--- src/rtl/move_sequencer.sv ---
// Game-level move initiator for the 4x4 node array: key -> ready injection,
// completion tracking, change detection, random tile spawn, win/over flags.
module move_sequencer #(
    parameter int unsigned TIMEOUT_CYCLES = 64,
    parameter logic [15:0] LFSR_SEED      = 16'hACE1,
    parameter logic [3:0]  WIN_EXP        = 4'd11
) (
    input  logic        clk,
    input  logic        rst,
    input  logic        key_valid,
    input  logic [3:0]  key_dir,
    input  logic [3:0]  line_done,
    input  logic [63:0] board_value,
    output logic [3:0]  ready_inj,
    output logic [15:0] preset_cell,
    output logic [3:0]  preset_value,
    output logic        busy,
    output logic        move_done,
    output logic        game_won,
    output logic        game_over,
    output logic        timeout_err
);

    localparam int unsigned TW = (TIMEOUT_CYCLES > 1) ? $clog2(TIMEOUT_CYCLES) : 1;
    localparam logic [TW-1:0] WAIT_LAST = TW'(TIMEOUT_CYCLES - 1);

    typedef enum logic [3:0] {
        S_INIT_SPAWN,
        S_IDLE,
        S_ARM,
        S_WAIT,
        S_SETTLE,
        S_SPAWN_SCAN,
        S_SPAWN_WRITE,
        S_CHECK,
        S_OVER
    } state_t;

    state_t        state;
    logic [15:0]   lfsr;
    logic [63:0]   snap;
    logic [3:0]    dir_lane;
    logic [3:0]    done_mask;
    logic [TW-1:0] wait_cnt;
    logic [3:0]    idx;
    logic [3:0]    scan_cnt;
    logic [1:0]    spawn_cnt;
    logic          from_move;

    logic          lfsr_fb_c;
    logic [3:0]    key_lane_c;
    logic          done_all_c;
    logic          cur_empty_c;
    logic          any_empty_c;
    logic          any_win_c;
    logic          any_pair_c;

    function automatic logic [3:0] cell_at(input logic [63:0] b, input int unsigned k);
        return b[4*k +: 4];
    endfunction

    assign lfsr_fb_c   = lfsr[15] ^ lfsr[13] ^ lfsr[12] ^ lfsr[10];
    assign done_all_c  = &(done_mask | line_done);
    assign cur_empty_c = (cell_at(board_value, 32'(idx)) == 4'd0);

    // Nodes pull from the side opposite the move, so the lane is mirrored.
    always_comb begin
        key_lane_c = 4'b0000;
        case (key_dir)
            4'b0001: key_lane_c = 4'b0100;
            4'b0010: key_lane_c = 4'b0001;
            4'b0100: key_lane_c = 4'b0010;
            4'b1000: key_lane_c = 4'b1000;
            default: key_lane_c = 4'b0000;
        endcase
    end

    // Board evaluation: empties, winning tile, any equal orthogonal pair (no row wrap).
    always_comb begin
        any_empty_c = 1'b0;
        any_win_c   = 1'b0;
        any_pair_c  = 1'b0;
        for (int unsigned k = 0; k < 16; k++) begin
            if (cell_at(board_value, k) == 4'd0)    any_empty_c = 1'b1;
            if (cell_at(board_value, k) == WIN_EXP) any_win_c   = 1'b1;
        end
        for (int unsigned r = 0; r < 4; r++) begin
            for (int unsigned c = 0; c < 3; c++) begin
                if (cell_at(board_value, r*4 + c) == cell_at(board_value, r*4 + c + 1))
                    any_pair_c = 1'b1;
            end
        end
        for (int unsigned k = 0; k < 12; k++) begin
            if (cell_at(board_value, k) == cell_at(board_value, k + 4)) any_pair_c = 1'b1;
        end
    end

    always_ff @(posedge clk or negedge rst) begin
        if (!rst) begin
            state        <= S_INIT_SPAWN;
            lfsr         <= LFSR_SEED;
            snap         <= '0;
            dir_lane     <= '0;
            done_mask    <= '0;
            wait_cnt     <= '0;
            idx          <= '0;
            scan_cnt     <= '0;
            spawn_cnt    <= '0;
            from_move    <= 1'b0;
            ready_inj    <= '0;
            preset_cell  <= '0;
            preset_value <= '0;
            busy         <= 1'b0;
            move_done    <= 1'b0;
            game_won     <= 1'b0;
            game_over    <= 1'b0;
            timeout_err  <= 1'b0;
        end else begin
            lfsr         <= {lfsr[14:0], lfsr_fb_c};
            ready_inj    <= '0;
            preset_cell  <= '0;
            preset_value <= '0;
            move_done    <= 1'b0;
            busy         <= 1'b1;
            case (state)
                S_INIT_SPAWN: begin
                    if (spawn_cnt == 2'd2) begin
                        state <= S_IDLE;
                        busy  <= 1'b0;
                    end else begin
                        state     <= S_SPAWN_SCAN;
                        idx       <= lfsr[3:0];
                        scan_cnt  <= '0;
                        from_move <= 1'b0;
                    end
                end
                S_IDLE: begin
                    busy <= 1'b0;
                    if (key_valid && (key_lane_c != 4'b0000)) begin
                        state    <= S_ARM;
                        snap     <= board_value;
                        dir_lane <= key_lane_c;
                        busy     <= 1'b1;
                    end
                end
                S_ARM: begin
                    ready_inj <= dir_lane;
                    done_mask <= '0;
                    wait_cnt  <= '0;
                    state     <= S_WAIT;
                end
                S_WAIT: begin
                    done_mask <= done_mask | line_done;
                    if (done_all_c) begin
                        state <= S_SETTLE;
                    end else if (wait_cnt == WAIT_LAST) begin
                        timeout_err <= 1'b1;
                        state       <= S_IDLE;
                        busy        <= 1'b0;
                    end else begin
                        wait_cnt <= wait_cnt + TW'(1);
                    end
                end
                S_SETTLE: begin
                    if (board_value != snap) begin
                        state     <= S_SPAWN_SCAN;
                        idx       <= lfsr[3:0];
                        scan_cnt  <= '0;
                        from_move <= 1'b1;
                    end else begin
                        state <= S_IDLE;
                        busy  <= 1'b0;
                    end
                end
                S_SPAWN_SCAN: begin
                    if (cur_empty_c) begin
                        state        <= S_SPAWN_WRITE;
                        preset_cell  <= 16'(1) << idx;
                        preset_value <= (lfsr[7:4] == 4'd0) ? 4'd2 : 4'd1;
                    end else if (scan_cnt == 4'd15) begin
                        state <= S_CHECK;
                    end else begin
                        idx      <= idx + 4'd1;
                        scan_cnt <= scan_cnt + 4'd1;
                    end
                end
                S_SPAWN_WRITE: begin
                    state <= S_CHECK;
                end
                S_CHECK: begin
                    if (any_win_c) game_won <= 1'b1;
                    move_done <= from_move;
                    if (!any_empty_c && !any_pair_c) begin
                        game_over <= 1'b1;
                        state     <= S_OVER;
                        busy      <= 1'b0;
                    end else if (!from_move) begin
                        spawn_cnt <= spawn_cnt + 2'd1;
                        state     <= S_INIT_SPAWN;
                    end else begin
                        state <= S_IDLE;
                        busy  <= 1'b0;
                    end
                end
                S_OVER: begin
                    busy <= 1'b0;
                end
                default: begin
                    state <= S_IDLE;
                    busy  <= 1'b0;
                end
            endcase
        end
    end

endmodule

--- config.mk ---
export PLATFORM = sky130hd
export DESIGN_NAME = move_sequencer
export DESIGN_NICKNAME = d
export VERILOG_FILES = /design/src/rtl/move_sequencer.sv
export SDC_FILE = /design/constraint.sdc
export NUM_CORES = 1
export LEC_CHECK = 0
export BUFFER_PORTS_ARGS = -buffer_cell sky130_fd_sc_hd__buf_2
export CORE_AREA = 5 5 123 125
export DETAILED_ROUTE_END_ITERATION = 7
export DIE_AREA = 0 0 128 130
export GPL_TIMING_DRIVEN = 0
export HOLD_SLACK_MARGIN = 0.05
export PLACE_DENSITY = 0.86
export REMOVE_ABC_BUFFERS = 1
export SLEW_MARGIN = 20
export SYNTH_ARGS = -nofsm -noshare
export SYNTH_HDL_FRONTEND = slang
export SYNTH_SLANG_ARGS = --single-unit
--- constraint.sdc ---
create_clock -name clk -period 2.85 [get_ports clk]
set_input_delay 0.1425 -clock clk [delete_from_list [all_inputs] [get_ports clk]]
set_output_delay 0.1425 -clock clk [all_outputs]
set_load 0.02 [all_outputs]
==> qor.yml <==
p_per_area_mw_per_mm2: 865
drc: 0
clockRootBuffer: "clkbuf_16"
clock.fmax_mhz: 382
final-setup-viol-count: 0
core_area_mm2: 0.0138
fin_total_pwr_mw: 7.86
antenna_cells: 0
synth_edf_count: 0
max_stage_delay_ns: 0.59
numCtsBuffers: 17
final-max-slew-violation-count: 0
port_buffers: 101
syn_area_mm2: 0.00814
hold_slack_ns: 0.0709
antenna_found_initial: 0
drive_above_1_share: 0.268
drtIter0Drc: 529
pin_count: 104
min_path_type: "input port to flip-flop"
clk_latency_ns: 0.42
cts_hold_buffers: 6
power.leakage_nw: 4.07
maxCapViolCount: 0
clkTransAtPathRegs_ns: 0.06
crit_fanout: 4
post_cts_resize_count: 0
layout.nets: 871
avgSynthCellArea_um2: 11.0
cts_max_level: 4
cts_tree: "done"
grt_pass1_wl_um: 30700
slowest_stage: "nor4_1"
hpwl_um: 13500
clock_path_buffers: 2
grt-ovfl-total: 0
grt_pass1_vias: 5854
end_kind: "flip-flop"
crit_required_ns: 3.11
dr.pass1.iters: 6
outcome: "finished, final reports clean"
cts_setup_buffers: 0
yosys_most_used_dff: "dfrtp_1"
syn_inst: 742
rsz0062_at_grt: "false"
relSlewSlack: 0.408
routed_via_density: 5.99
path_common_cell: "nand4_1"
synth.distinct_cells: 51
die_w_um: 128
ir_drop_mv: 0.732
critPathBufInv: 0
crit_family: "simple AND/OR/NAND/NOR gates"
ys_ff_latch: 136
synth_top_area_share: 0.394
mostFrequentLayoutCell: "xnor2_1"
die_h_um: 130
clock_sinks: 136
arrival_ns: 2.88
ys_seq_area_frac: 0.419
place.gp.congestion: 0.923
start_util: 0.591
synthToLayoutAreaGrowth_pct: 11.7
vias: 5869
startpoint_type: "flip-flop"
yosys_warnings: 0
clock_skew_ns: 0.0108
synth_top_cell_by_area: "dfrtp_1"
drt_wl_total_um: 19300
crit_type: "flip-flop to flip-flop"
drt.antenna.violating_nets: 0
grt_usage: 0.237
hold_viol: 0
tightestPinTransition_ns: 0.881
die_area_mm2: 0.0166
wl_per_cell_um: 19.7
core.rowCount: 43
grt_max_degree: 100
ys_async_sr_fraction: 1.00
fin_crit_ns: 2.62
synth_area_leaders: "dfrtp_1, xnor2_1, mux2_4, nand4_1, dfstp_2"
final_cell_mix: "xnor2_1, dfrtp_1, buf_2"
crit_chain: "xnor2_1 > nand4_1 > nor4_1 > nand4_1 > o21ai_0 > o31ai_1 > nand4b_1"
min_period_over_period: 0.918
==> sequential cells by signal, summed over array words and instances (netlist names), 2 cells and up <==
register      flops
wait_cnt          6
spawn_cnt         2
scan_cnt          4
done_mask         4
lfsr             16
ready_inj         4
preset_value      2
preset_cell      16
idx               4
snap             64
state             4
dir_lane          4
==> cells in the mapped netlist, types with 3 or more instances <==
library cell  instances
and3_1               16
inv_1                 9
buf_12                6
buf_2                34
nor2b_1               4
nor3b_1               3
nor3_1                6
nand2b_1              3
o21ai_0              17
and2_1               11
nand4_1              53
nor2_1               24
or4b_2                3
nand3_1               9
nand2_1              23
a22oi_1               3
mux2_4               63
dfrtp_1             128
ha_1                  9
o22ai_1               6
dfstp_2               8
buf_4                 3
clkbuf_1             37
a211oi_1              3
o31ai_1               3
nand4b_1             18
mux2_2                3
mux2i_1               6
xor2_1                3
a21oi_1               9
nor4_1               28
xnor2_1             163
==> cell families (layout without fill, tap and decap cells) <==
kind of cell             Yosys count  in the layout  share of synthesized area
buffers and inverters             93            150                     0.0633
other                              1              2                   0.000461
adder cells (fa/ha/maj)            9              9                     0.0138
multiplexers                      72             72                      0.128
AO/OA/AOI/OAI                     54             54                     0.0418
AND/OR/NAND/NOR                  211            211                      0.155
flip-flops                       136            136                      0.419
XOR/XNOR                         166            166                      0.179
==> power by group <==
part	leakage, nW	internal, mW	switching [mW]	total (mW)
registers	1.71	2.54	0.565	3.10
logic	2.09	1.45	1.19	2.64
clock network	0.274	1.28	0.841	2.13
total	4.07	5.27	2.60	7.86
==> metal layers <==
metal / global-route usage / vias up / part of all wire
met5: 0 / - / 0
met2: 0.365 / 253 / 0.47
li1: - / 2666 / -
met3: 0.0540 / 44 / 0.078
met4: 0.102 / 0 / 0.025
met1: 0.325 / 2906 / 0.43
==> per-stage QoR <==
stage / setup TNS (ns) / util / area (um^2) / instances / setup WS (ns)
after floorplan: -43.56 / - / 7660 / 659 / -0.719
after global placement: -117.74 / 0.609 / 8390 / 940 / -1.57
after detailed placement: 0 / 0.614 / 8460 / 942 / 0.376
after CTS: 0 / 0.660 / 9090 / 980 / 0.292
after global routing: 0 / 0.660 / 9090 / 980 / 0.149
final: 0 / 0.660 / 9090 / 980 / 0.233
==> layout make-up <==
cell class                      count  area (um^2)
Fill cell                        1074         4690
Multi-Input combinational cell    514         4220
Sequential cell                   136         3410
Timing Repair Buffer              109          631
Clock buffer                       20          437
Tap cell                          180          225
Clock inverter                     12          130
Inverter                            9         33.8
==> final timing paths <==
check                      cells after the start                  from  slack, ns                   endpoint
max                                            7  snap[35]$_DFFE_PN0P_       0.23             busy$_DFF_PN0_
min                                            3            key_dir[0]       0.07    dir_lane[3]$_DFFE_PN0P_
max reg2reg                                    7  snap[35]$_DFFE_PN0P_       0.23             busy$_DFF_PN0_
min reg2reg                                    0     lfsr[9]$_DFF_PN0_       0.36         lfsr[10]$_DFF_PN1_
max in group asynchronous                      3                   rst       1.90       snap[37]$_DFFE_PN0P_
min in group asynchronous                      2                   rst       0.18  preset_cell[12]$_DFF_PN0_
==> worst register-to-register path, cell delays in order (launching register included) <==
cell and delay, ns:
dfrtp_1 0.40, xnor2_1 0.17, nand4_1 0.12, nor4_1 0.59, nand4_1 0.35, o21ai_0 0.44, o31ai_1 0.18, nand4b_1 0.21
Note: power is estimated with default switching activity, not from simulation.
